==> config.mk <==
export PLATFORM = sky130hd
export DESIGN_NAME = tdm_demux2_flat
export DESIGN_NICKNAME = d
export VERILOG_FILES = /design/src/rtl/tdm_pkg.sv /design/src/rtl/tdm_demux2_if.sv /design/src/rtl/tdm_shift_capture.sv /design/src/rtl/tdm_demux2.sv /design/src/flat_wrapper.sv
export SDC_FILE = /design/constraint.sdc
export NUM_CORES = 1
export LEC_CHECK = 0
export ABC_AREA = 1
export BUFFER_PORTS_ARGS = -buffer_cell sky130_fd_sc_hd__buf_2
export CAP_MARGIN = 10
export CORE_MARGIN = 4
export CORE_UTILIZATION = 25
export DETAILED_ROUTE_END_ITERATION = 10
export MAX_ROUTING_LAYER = met4
export PLACE_DENSITY = 0.39
export SLEW_MARGIN = 20
export SYNTH_ARGS = -nofsm -noshare
export SYNTH_HDL_FRONTEND = slang
export SYNTH_SLANG_ARGS = --single-unit
==> constraint.sdc <==
create_clock -name clk -period 4.1 [get_ports clk]
set_input_delay 0.82 -clock clk [delete_from_list [all_inputs] [get_ports clk]]
set_output_delay 0.82 -clock clk [all_outputs]
set_load 0.03 [all_outputs]
==> src/rtl/tdm_pkg.sv <==
// Shared types and sizing helpers for the two-channel TDM demultiplexer.
package tdm_pkg;

    typedef enum logic {
        StHunt,
        StRun
    } state_e;

    localparam int unsigned DEFAULT_WIDTH = 8;

    function automatic int unsigned frame_len(int unsigned width);
        return 2 * width;
    endfunction

    // Width of the frame position counter, never narrower than one bit.
    function automatic int unsigned pos_width(int unsigned width);
        int unsigned w;
        w = $clog2(frame_len(width));
        return (w < 1) ? 1 : w;
    endfunction

endpackage

==> src/rtl/tdm_demux2_if.sv <==
// Serial-in / dual-parallel-out bundle of the TDM demultiplexer.
interface tdm_demux2_if #(
    parameter int unsigned WIDTH = 8
) ();

    logic             d_in;
    logic             frame;
    logic [WIDTH-1:0] d1_out;
    logic [WIDTH-1:0] d2_out;
    logic             d1_valid;
    logic             d2_valid;
    logic             sel_out;
    logic             locked;
    logic             sync_err;

    modport master (
        output d_in, frame,
        input  d1_out, d2_out, d1_valid, d2_valid, sel_out, locked, sync_err
    );

    modport slave (
        input  d_in, frame,
        output d1_out, d2_out, d1_valid, d2_valid, sel_out, locked, sync_err
    );

endinterface

==> src/rtl/tdm_shift_capture.sv <==
// MSB-first shift register whose completed word is captured into a held
// output register together with a one-cycle valid pulse.
module tdm_shift_capture #(
    parameter int unsigned WIDTH = 8
) (
    input  logic             clk,
    input  logic             rst,
    input  logic             shift_en,
    input  logic             bit_in,
    input  logic             capture,
    output logic [WIDTH-1:0] word,
    output logic             valid
);

    logic [WIDTH-1:0] shifted;

    // Only WIDTH-1 bits of history are needed: the bit being sampled completes the word.
    if (WIDTH == 1) begin : g_single
        assign shifted = bit_in;
    end else begin : g_shift
        logic [WIDTH-2:0] sr_q;

        always_ff @(posedge clk or posedge rst) begin
            if (rst) begin
                sr_q <= '0;
            end else if (shift_en) begin
                sr_q <= shifted[WIDTH-2:0];
            end
        end

        assign shifted = {sr_q, bit_in};
    end

    always_ff @(posedge clk or posedge rst) begin
        if (rst) begin
            word  <= '0;
            valid <= 1'b0;
        end else begin
            valid <= capture;
            if (capture) begin
                word <= shifted;
            end
        end
    end

endmodule

==> src/rtl/tdm_demux2.sv <==
// Two-channel TDM demultiplexer: frame tracking FSM and position counter,
// with one shift/capture unit per channel.
module tdm_demux2
    import tdm_pkg::*;
#(
    parameter int unsigned WIDTH = DEFAULT_WIDTH
) (
    input  logic         clk,
    input  logic         rst,
    tdm_demux2_if.slave  bus
);

    localparam int unsigned FRAME_LEN = frame_len(WIDTH);
    localparam int unsigned PW        = pos_width(WIDTH);
    localparam logic [PW-1:0] POS_C1   = PW'(WIDTH - 1);
    localparam logic [PW-1:0] POS_LAST = PW'(FRAME_LEN - 1);

    state_e          state_q;
    logic [PW-1:0]   pos_q;
    logic [PW-1:0]   pos_eff;
    logic [PW-1:0]   pos_next;
    logic            accept;
    logic            start;
    logic            err;
    logic            cap1;
    logic            cap2;
    logic            sel_q;
    logic            locked_q;
    logic            err_q;

    // In RUN, pos_q == 0 only at the expected start of the next frame.
    always_comb begin
        accept = 1'b0;
        start  = 1'b0;
        err    = 1'b0;
        if (state_q == StHunt) begin
            accept = bus.frame;
            start  = bus.frame;
        end else if (pos_q == '0) begin
            accept = bus.frame;
            start  = bus.frame;
            err    = !bus.frame;
        end else begin
            accept = 1'b1;
            start  = bus.frame;
            err    = bus.frame;
        end
        pos_eff  = start ? '0 : pos_q;
        pos_next = '0;
        if (accept && (pos_eff != POS_LAST)) begin
            pos_next = pos_eff + 1'b1;
        end
        cap1 = accept && (pos_eff == POS_C1);
        cap2 = accept && (pos_eff == POS_LAST);
    end

    always_ff @(posedge clk or posedge rst) begin
        if (rst) begin
            state_q  <= StHunt;
            pos_q    <= '0;
            sel_q    <= 1'b0;
            locked_q <= 1'b0;
            err_q    <= 1'b0;
        end else begin
            err_q    <= err;
            pos_q    <= pos_next;
            // Next bit belongs to channel 2 exactly when the next position is past channel 1.
            sel_q    <= pos_next > POS_C1;
            state_q  <= accept ? StRun : StHunt;
            locked_q <= accept;
        end
    end

    tdm_shift_capture #(.WIDTH(WIDTH)) u_ch1 (
        .clk      (clk),
        .rst      (rst),
        .shift_en (accept),
        .bit_in   (bus.d_in),
        .capture  (cap1),
        .word     (bus.d1_out),
        .valid    (bus.d1_valid)
    );

    tdm_shift_capture #(.WIDTH(WIDTH)) u_ch2 (
        .clk      (clk),
        .rst      (rst),
        .shift_en (accept),
        .bit_in   (bus.d_in),
        .capture  (cap2),
        .word     (bus.d2_out),
        .valid    (bus.d2_valid)
    );

    assign bus.sel_out  = sel_q;
    assign bus.locked   = locked_q;
    assign bus.sync_err = err_q;

endmodule

==> src/flat_wrapper.sv <==
// flat-port wrapper written by rule: the top's interface ports become plain ports
module tdm_demux2_flat import tdm_pkg::*;
#(
    parameter int unsigned WIDTH = DEFAULT_WIDTH
)
  (clk, rst, bus_d_in, bus_frame, bus_d1_out, bus_d2_out, bus_d1_valid, bus_d2_valid, bus_sel_out, bus_locked, bus_sync_err);
  tdm_demux2_if #(.WIDTH(WIDTH)) bus_i ();
  input  logic clk;
  input  logic rst;
  input wire logic [$bits(bus_i.d_in)-1:0] bus_d_in;
  input wire logic [$bits(bus_i.frame)-1:0] bus_frame;
  output wire logic [$bits(bus_i.d1_out)-1:0] bus_d1_out;
  output wire logic [$bits(bus_i.d2_out)-1:0] bus_d2_out;
  output wire logic [$bits(bus_i.d1_valid)-1:0] bus_d1_valid;
  output wire logic [$bits(bus_i.d2_valid)-1:0] bus_d2_valid;
  output wire logic [$bits(bus_i.sel_out)-1:0] bus_sel_out;
  output wire logic [$bits(bus_i.locked)-1:0] bus_locked;
  output wire logic [$bits(bus_i.sync_err)-1:0] bus_sync_err;
  assign bus_i.d_in = bus_d_in;
  assign bus_i.frame = bus_frame;
  assign bus_d1_out = bus_i.d1_out;
  assign bus_d2_out = bus_i.d2_out;
  assign bus_d1_valid = bus_i.d1_valid;
  assign bus_d2_valid = bus_i.d2_valid;
  assign bus_sel_out = bus_i.sel_out;
  assign bus_locked = bus_i.locked;
  assign bus_sync_err = bus_i.sync_err;
  tdm_demux2 #(.WIDTH(WIDTH)) u_core (.clk(clk), .rst(rst), .bus(bus_i));
endmodule
==> flow_summary.json <==
{
  "status": "completed",
  "leakage_nw": 0.919,
  "synth_adder_area_share_pct": 1.92,
  "cts.clk_slew.worst_paths_ns": 0.07,
  "grt_start_max_net_pins": 30,
  "fmax_mhz": 539,
  "worst_pin_slew_ns": 0.608,
  "track_usage_pct": 9.72,
  "synthDistinctLibCells": 16,
  "hold_class": "reg -> reg",
  "wl_per_cell_um": 11.3,
  "whs_endpoint": "u_core.u_ch1.word[3]",
  "htree_levels": 2,
  "p_per_area_mw_per_mm2": 562,
  "rsz0062_at_grt": "false",
  "synth_common_cells": "nand2_1 (60), dfrtp_1 (32), inv_1 (12), nor2_1 (12), nand3_1 (10)",
  "muxShareOfSynthArea_pct": 0,
  "async_reset_ff_share_pct": 100,
  "synth_warnings": 0,
  "r2r-start": "u_core.pos_q[1]",
  "cp.required_ns": 4.27,
  "nets": 179,
  "num_rows": 26,
  "finalCritPeriodShare_pct": 45.3,
  "synth-seq-area-share_pct": 61.3,
  "start_util_pct": 25.7,
  "syn_inst": 143,
  "yosysMostFrequentCell": "nand2_1",
  "vias": 960,
  "grt_overflow": 0,
  "endpoint_kind": "register",
  "grt_pass1_wl_um": 4570,
  "diodes": 0,
  "viasPerCell": 3.93,
  "cp_max_fo": 9,
  "r2r_end": "u_core.bus.sel_out",
  "relSlewSlack_pct": 59.4,
  "cp.arrival_ns": 2.02,
  "hpwlAfterDp_um": 2040,
  "peakVddDrop_uv": 109,
  "synth-simple-area-share_pct": 28.5,
  "coreArea_mm2": 0.00507,
  "synth_xor_area_share_pct": 0,
  "drc_errors": 0,
  "worst-r2r-cell-count": 7,
  "drt-initial-drc-count": 70,
  "synth_top_cell_area_share_pct": 61.3,
  "ctsHoldBuffers": 0,
  "floorplan.die.height_um": 80.3,
  "place_congestion": 0.771,
  "crit_type": "in -> reg",
  "grt_pass1_vias": 956,
  "whs_path_depth": 2,
  "period_minus_slack_ns": 1.86,
  "synth_edf_count": 0,
  "synth_ff_type": "dfrtp_1",
  "hold_viol": 0,
  "syn_nets": 149,
  "cap_violations": 0,
  "syn_area_mm2": 0.00131,
  "clk_path_buf_depth": 2,
  "synth_top_family_by_area": "simple AND/OR/NAND/NOR gates",
  "skew_ns": 0.00704,
  "numCtsBuffers": 5,
  "antenna_found_initial": 0,
  "worstSkewPairLatency_ns": 0.28,
  "cts_sinks": 32,
  "drt-total-wl_um": 2760,
  "first_pass_iters": 4,
  "r2r_slack_ns": 2.40,
  "layout-drive-gt1-share_pct": 22.4,
  "final.fill_count": 551,
  "setup_violations": 0,
  "min_from": "u_core.u_ch1.word[3]",
  "postCtsSetupBuffers": 0,
  "synth_seq_cells": 32,
  "synth_compound_area_share_pct": 2.78,
  "startpoint_type": "input port",
  "drv_slew": 0,
  "worst_slack_ns": 2.24,
  "syn_to_final_growth_pct": 21.9,
  "post-synth-top-area-cell": "dfrtp_1",
  "cts_resized": 0,
  "place_ws_ns": 1.95,
  "io_buffers": 24,
  "synth.avg_cell_area_um2": 9.13,
  "synth_area_leaders": "dfrtp_1 (61%), nand2_1 (17%), nand3_1 (3.8%)",
  "finalSetupTns_ns": 0,
  "die_area_mm2": 0.00645,
  "cts_root_buf": "clkbuf_8",
  "ant_nets": 0,
  "die_w_um": 80.3,
  "pin_count": 25,
  "cts_tree": "built"
}
## worst max-delay path: stages
cell	delay, ns
buf_2	0.15
nor2_1	0.16
ha_1	0.21
nand3_1	0.18
nor2_4	0.25
nand2_4	0.13
nand2_1	0.09
nand2_1	0.04
## area by class of cell
class,count,area (um^2),area share [%]
Tap cell,70,87.6,5.50
Timing Repair Buffer,25,128,8.01
Inverter,14,52.6,3.30
Clock buffer,8,90.1,5.66
Multi-Input combinational cell,95,434,27.3
Sequential cell,32,801,50.3
## power breakdown
| group | total [W] | switching, W | internal (W) |
|---|---|---|---|
| Clock | 0.000244 | 0.000108 | 0.000137 |
| Sequential | 0.000436 | 0.0000575 | 0.000379 |
| Combinational | 0.000214 | 0.000153 | 0.0000605 |
| Total | 0.000894 | 0.000319 | 0.000576 |
## worst max-delay path by stage
stage,start,endpoint,slack (ns),cells after the start
final,bus_frame,u_core.u_ch1.word[1],2.24,8
after floorplan,bus_frame,u_core.u_ch1.word[0],2.30,7
after CTS,bus_frame,u_core.u_ch2.word[2],2.25,8
after global routing,bus_frame,u_core.u_ch1.word[3],2.10,8
after global placement,bus_frame,u_core.u_ch2.word[3],1.98,8
after detailed placement,bus_frame,u_core.u_ch2.word[1],1.95,8
## per-layer routing
metal | up-vias | GRT usage [%] | part of all wire, %
met5 | - | - | 0
met4 | 0 | 4.90 | 2.0
met3 | 4 | 4.04 | 5.1
met2 | 23 | 12.8 | 43
met1 | 436 | 12.6 | 50
li1 | 497 | - | -
## flip-flops by register name, summed over array words and instances, names as in the netlist
register	flops
u_core.pos_q	4
u_core.u_ch2.valid	1
u_core.bus.locked	1
u_core.u_ch2.g_shift.sr_q	7
u_core.bus.sel_out	1
u_core.u_ch1.word	8
u_core.u_ch1.valid	1
u_core.u_ch2.word	8
u_core.bus.sync_err	1
## metrics by stage
| stage | cells | instance area [um^2] | total power, W | util [%] | hold WS [ns] |
|---|---|---|---|---|---|
| 2_1_floorplan | 143 | 1310 | 0.000607 | - | 0.471 |
| 3_3_place_gp | 236 | 1500 | 0.000662 | 29.6 | 0.452 |
| 3_5_place_dp | 236 | 1500 | 0.000660 | 29.6 | 0.457 |
| 4_1_cts | 244 | 1590 | 0.000909 | 31.4 | 0.473 |
| 5_1_grt | 244 | 1590 | 0.000959 | 31.4 | 0.493 |
| 6_report | 244 | 1590 | 0.000894 | 31.4 | 0.468 |
## cell families after synthesis
kind of cell               after synthesis
AOI/OAI and AO/OA                        5
adders and majority gates                2
buffers and inverters                   16
DFF                                     32
and+or+nand+nor                         88
## layout by cell type, fill, tap and decap left out, drive strengths merged
master,count
nand2,62
o21ai,5
nor2,14
dfrtp,32
nand4,1
clkbuf,8
ha,2
nor4,1
nand3,10
buf,25
inv,14
(Power assumes the default switching activity.)
